$ cat config.mk
export PLATFORM = sky130hd
export DESIGN_NAME = prng_arbiter
export DESIGN_NICKNAME = d
export VERILOG_FILES = /design/src/rtl/prng_arbiter.sv
export SDC_FILE = /design/constraint.sdc
export NUM_CORES = 1
export LEC_CHECK = 0
export CAP_MARGIN = 20
export CORE_AREA = 2 2 219 221
export CTS_CLUSTER_DIAMETER = 40
export DETAILED_ROUTE_END_ITERATION = 6
export DIE_AREA = 0 0 221 223
export PLACE_DENSITY = 0.64
export SYNTH_ARGS = -nofsm -noshare
export SYNTH_HDL_FRONTEND = slang
export SYNTH_SLANG_ARGS = --single-unit
export TNS_END_PERCENT = 5
$ cat constraint.sdc
create_clock -name clk_i -period 4.1 [get_ports clk_i]
set_input_delay 0.41 -clock clk_i [delete_from_list [all_inputs] [get_ports clk_i]]
set_output_delay 0.41 -clock clk_i [all_outputs]
set_load 0.02 [all_outputs]
$ cat src/rtl/prng_arbiter.sv
// Round-robin front end that shares one PRNG256 core among N_REQ requesters.
// Each grant consumes a unique nonce. The 256-bit result is returned with a one-cycle ack.
module prng_arbiter #(
    parameter int N_REQ   = 3,
    parameter int CNT_W   = 32,
    parameter int TIMEOUT = 64
) (
    input  logic               clk_i,
    input  logic               rst_i,
    input  logic [N_REQ-1:0]   req_i,
    output logic [N_REQ-1:0]   ack_o,
    output logic [255:0]       data_o,
    output logic               busy_o,
    output logic               error_o,
    output logic               exhausted_o,
    output logic               prng_drdy_o,
    output logic [CNT_W-1:0]   prng_cnt_o,
    input  logic [255:0]       prng_dout_i,
    input  logic               prng_dvld_i
);

    localparam int GW = (N_REQ > 1) ? $clog2(N_REQ) : 1;
    localparam int TW = $clog2(TIMEOUT);
    localparam logic [TW-1:0]    TMO_LAST = TW'(TIMEOUT - 1);
    localparam logic [CNT_W-1:0] CNT_MAX  = {CNT_W{1'b1}};
    localparam logic [N_REQ-1:0] ONE_HOT0 = {{(N_REQ-1){1'b0}}, 1'b1};

    typedef enum logic [1:0] {
        ST_IDLE    = 2'd0,
        ST_ISSUE   = 2'd1,
        ST_WAIT    = 2'd2,
        ST_DELIVER = 2'd3
    } state_e;

    state_e             state_q, state_d;
    logic [GW-1:0]      grant_q, grant_d;
    logic [GW-1:0]      last_q, last_d;
    logic [CNT_W-1:0]   nonce_q, nonce_d;
    logic [TW-1:0]      tmo_q, tmo_d;
    logic [255:0]       data_q, data_d;
    logic               err_q, err_d;
    logic               exh_q, exh_d;
    logic [N_REQ-1:0]   ack_q, ack_d;
    logic               drdy_q, drdy_d;
    logic               busy_q, busy_d;
    logic               consume_s;
    logic               found_s;
    logic [GW-1:0]      win_s;
    logic [GW-1:0]      idx_s;

    // Round-robin search starting one past the last grant.
    always_comb begin
        found_s = 1'b0;
        win_s   = '0;
        idx_s   = '0;
        for (int i = 1; i <= N_REQ; i++) begin
            idx_s = GW'((int'(last_q) + i) % N_REQ);
            if (!found_s && req_i[idx_s]) begin
                found_s = 1'b1;
                win_s   = idx_s;
            end else begin
                found_s = found_s;
            end
        end
    end

    // Next-state and datapath logic; outputs are derived from the next state so they register cleanly.
    always_comb begin
        state_d   = state_q;
        grant_d   = grant_q;
        last_d    = last_q;
        nonce_d   = nonce_q;
        tmo_d     = tmo_q;
        data_d    = data_q;
        err_d     = err_q;
        exh_d     = exh_q;
        consume_s = 1'b0;
        case (state_q)
            ST_IDLE: begin
                if (found_s && !err_q && !exh_q) begin
                    grant_d = win_s;
                    last_d  = win_s;
                    state_d = ST_ISSUE;
                end else begin
                    state_d = ST_IDLE;
                end
            end
            ST_ISSUE: begin
                tmo_d   = '0;
                state_d = ST_WAIT;
            end
            ST_WAIT: begin
                if (prng_dvld_i) begin
                    data_d    = prng_dout_i;
                    consume_s = 1'b1;
                    state_d   = ST_DELIVER;
                end else if (tmo_q == TMO_LAST) begin
                    err_d     = 1'b1;
                    consume_s = 1'b1;
                    state_d   = ST_IDLE;
                end else begin
                    tmo_d = tmo_q + TW'(1);
                end
            end
            ST_DELIVER: begin
                state_d = ST_IDLE;
            end
            default: begin
                state_d = ST_IDLE;
            end
        endcase
        // The last nonce value is never followed by a wrap back to zero.
        if (consume_s) begin
            if (nonce_q == CNT_MAX) begin
                exh_d = 1'b1;
            end else begin
                nonce_d = nonce_q + CNT_W'(1);
            end
        end else begin
            nonce_d = nonce_d;
        end
        drdy_d = (state_d == ST_ISSUE);
        busy_d = (state_d != ST_IDLE);
        ack_d  = (state_d == ST_DELIVER) ? (ONE_HOT0 << grant_d) : '0;
    end

    // State and output registers with synchronous reset.
    always_ff @(posedge clk_i) begin
        if (rst_i) begin
            state_q <= ST_IDLE;
            grant_q <= '0;
            last_q  <= GW'(N_REQ - 1);
            nonce_q <= '0;
            tmo_q   <= '0;
            data_q  <= '0;
            err_q   <= 1'b0;
            exh_q   <= 1'b0;
            ack_q   <= '0;
            drdy_q  <= 1'b0;
            busy_q  <= 1'b0;
        end else begin
            state_q <= state_d;
            grant_q <= grant_d;
            last_q  <= last_d;
            nonce_q <= nonce_d;
            tmo_q   <= tmo_d;
            data_q  <= data_d;
            err_q   <= err_d;
            exh_q   <= exh_d;
            ack_q   <= ack_d;
            drdy_q  <= drdy_d;
            busy_q  <= busy_d;
        end
    end

    assign ack_o       = ack_q;
    assign data_o      = data_q;
    assign busy_o      = busy_q;
    assign error_o     = err_q;
    assign exhausted_o = exh_q;
    assign prng_drdy_o = drdy_q;
    assign prng_cnt_o  = nonce_q;

endmodule

==> metrics.txt <==
outcome finished, final reports clean; Vias/cell between 4 and 5; Starting Density 0.239; setup slack after layout ~1.7 ns; number of synthesized flops with an enable pin 0; hold endpoint prng_cnt_o[9]$_SDFFE_PP0P_; Top FF cell, synth dfxtp_1; cts repair resizes 0; first-pass GRT wire length 61600 um; min-delay worst type input port to flop; Placement Rows 80; Crit Path Class flop to flop; fmax 409 MHz; chip width 221 um; synth-to-layout area growth 71.2%; top cells by area, synth dfxtp_1, nand2_1, a21oi_1; Antenna diodes 0; Buffers on Ports between 500 and 600; Clock Skew between 0.015 and 0.02 ns; First-pass DRT Iterations 4; RSZ-0062 raised after global routing no; Slew Limit Fails 0; Yosys reg bits between 300 and 400; die span in y around 220 um; CP Max Fanout slightly above 80; fin nets between 2k and 2.5k; Tcrit/Tclk final 0.596; antenna-violating nets left 0; layout cells sized above 1 0.0572; 1st-iter DRT viols just over 600; Final Setup Violations 0; Reg2Reg Depth 5; syn nets 1683; Core Region ~0.047 sq mm; sw frac 0.283; Hold Path Cell Cnt 2; CP Data Required Time roughly 4.5 ns; Synth cell types 50; RR Startpoint state_q[1]$_SDFF_PP0_; yosys warns 0; ys async rst share 0; Routed WL slightly below 40000 um; Worst Tran Pin Value 0.833 ns; GRT Total Usage 0.153; H-tree depth 2; Clk pwr share 0.456; Avg Cell Area, Syn 7.96 sq um; count leader, synth nand2_1; postcts setup bufs 0; Hold Fails Final Rpt 0; WP data arrival ~2.9 ns; register area share after synthesis 0.546; initial antenna violation count 1; hold_buf cts 0; GRT overflow 0; clk_lat worst skew 0.56 ns; mapped cell area roughly 0.011 sq mm; number of clock sinks 307; Yosys top cell area share 0.546; fin crit period 2.45 ns; share of power burned in registers 0.337; relative slew slack 0.444; CTS tree done; reg-to-reg endpoint data_o[143]$_SDFFE_PP0P_; Num CTS Buffers between 50 and 60; vias in the first global route about 11k; I/O pin count roughly 560; worst reg-to-reg setup slack 1.65 ns; DIE AREA around 0.049 sq mm; HP Start rst_i; clk buf depth 3; Place WS around 1.6 ns; Vias 11.5k; Peak VDD IR approximately 0.32 mV; Sw Pwr 2.89 mW; Setup crit start state_q[1]$_SDFF_PP0_; most common library cells after synthesis nand2_1, dfxtp_1, a21oi_1; pwr dens ~530 mW/mm^2; max cap viols 0; Clk pin slew, worst setup/hold paths ~0.060 ns; Cells after Synth 1415; area leader, netlist dfxtp_1; DRC Markers 0; wire per inst around 15 um; total chip power 10.2 mW; Combinational Power Share 0.207; CP endpoint kind flop; Root Buffer clkbuf_16; CP startpoint kind flop; Post-DP HPWL around 28000 um; Placer Congestion 0.819; cell-internal power around 7.3 mW; Leak around 6.6 nW; largest net degree at the start of global routing 147; # fillers 4706; setup TNS 0 ns
==> worst max-delay path by stage <==
stage / end / slack (ns) / depth (start not counted)
2_1_floorplan: prng_cnt_o[31]$_SDFFE_PP0P_ / 1.91 / 7
3_3_place_gp: data_o[12]$_SDFFE_PP0P_ / 1.67 / 5
3_5_place_dp: data_o[34]$_SDFFE_PP0P_ / 1.62 / 5
4_1_cts: data_o[237]$_SDFFE_PP0P_ / 1.60 / 5
5_1_grt: data_o[237]$_SDFFE_PP0P_ / 1.40 / 5
6_report: data_o[143]$_SDFFE_PP0P_ / 1.65 / 5
==> cells by family after synthesis <==
kind of cell	Yosys count	share of synthesized area
and+or+nand+nor	666	0.245
DFF	307	0.546
AOI/OAI and AO/OA	300	0.142
buffers and inverters	103	0.0351
xor gates and xnor gates	30	0.0233
adders and majority gates	6	0.00667
muxes	3	0.00267
==> flip-flops by register name (all words and copies together), names as in the netlist <==
register     cells
ack_o            3
busy_o           1
data_o         256
error_o          1
exhausted_o      1
grant_q          2
last_q           2
prng_cnt_o      32
prng_drdy_o      1
state_q          2
tmo_q            6
==> metal layers <==
metal,share of wire,vias up,GRT usage
met5,0.00040,-,0
met4,0.026,2,0.0507
met3,0.071,78,0.0489
met2,0.49,372,0.264
met1,0.41,5335,0.179
li1,-,5695,-
==> stage by stage <==
| step | hold WS, ns | area [sq um] | utilization | instances |
|---|---|---|---|---|
| 5_1_grt | 0.359 | 19300 | 0.409 | 2592 |
| 4_1_cts | 0.327 | 19300 | 0.409 | 2592 |
| 3_5_place_dp | 0.446 | 17400 | 0.369 | 2498 |
| 2_1_floorplan | 0.475 | 11300 | - | 1415 |
| 3_3_place_gp | 0.441 | 17400 | 0.369 | 2498 |
| 6_report | 0.369 | 19300 | 0.409 | 2592 |
==> critical path, cell delays in order, from the launching register on <==
cell     delay [ns]
dfxtp_1        0.50
nor2b_1        0.52
nand2_4        0.57
buf_12         0.42
nand2_1        0.12
a21oi_1        0.08
==> power by group through the flow <==
stage / Clock [mW] / Sequential [mW] / Combinational, mW
finish: 4.65 / 3.43 / 2.12
floorplan: 0 / 3.77 / 0.806
detailed placement: 0 / 3.49 / 2.12
global placement: 0 / 3.48 / 2.09
global route: 4.90 / 3.47 / 2.29
CTS: 4.76 / 3.44 / 2.13
==> layout make-up <==
| type | instances | area [sq um] | share of cell area |
|---|---|---|---|
| Timing Repair Buffer | 565 | 5710 | 0.296 |
| Inverter | 6 | 22.5 | 0.00117 |
| Clock inverter | 28 | 428 | 0.0222 |
| Multi-Input combinational cell | 1005 | 4740 | 0.246 |
| Tap cell | 615 | 769 | 0.0399 |
| Sequential cell | 307 | 6150 | 0.319 |
| Clock buffer | 66 | 1470 | 0.0760 |
==> cell usage in the layout, fill, tap and decap left out, types with 3 or more instances in the layout <==
| cell type | synthesis | routed |
|---|---|---|
| buf_12 | 0 | 6 |
| clkbuf_8 | 0 | 7 |
| a21oi_1 | 271 | 271 |
| clkdlybuf4s50_1 | 0 | 555 |
| nand3_1 | 13 | 13 |
| nor3_1 | 9 | 9 |
| nor2_1 | 48 | 48 |
| ha_1 | 6 | 6 |
| and2_1 | 8 | 7 |
| clkinvlp_4 | 0 | 9 |
| xnor2_1 | 22 | 22 |
| nand2_1 | 533 | 532 |
| bufinv_16 | 0 | 9 |
| xor2_1 | 8 | 8 |
| and3_1 | 4 | 4 |
| dfxtp_1 | 307 | 307 |
| mux2i_1 | 3 | 3 |
| clkbuf_1 | 93 | 5 |
| inv_1 | 6 | 6 |
| inv_6 | 0 | 4 |
| nor4b_1 | 4 | 4 |
| and4_1 | 6 | 6 |
| nor4_1 | 9 | 8 |
| nor3b_1 | 3 | 3 |
| clkbuf_16 | 0 | 54 |
| nand2b_1 | 10 | 10 |
| buf_4 | 0 | 3 |
| o21ai_0 | 4 | 4 |
| a31o_2 | 3 | 3 |
| nand4_1 | 8 | 8 |
No activity file was read; power rests on OpenSTA's default activity.
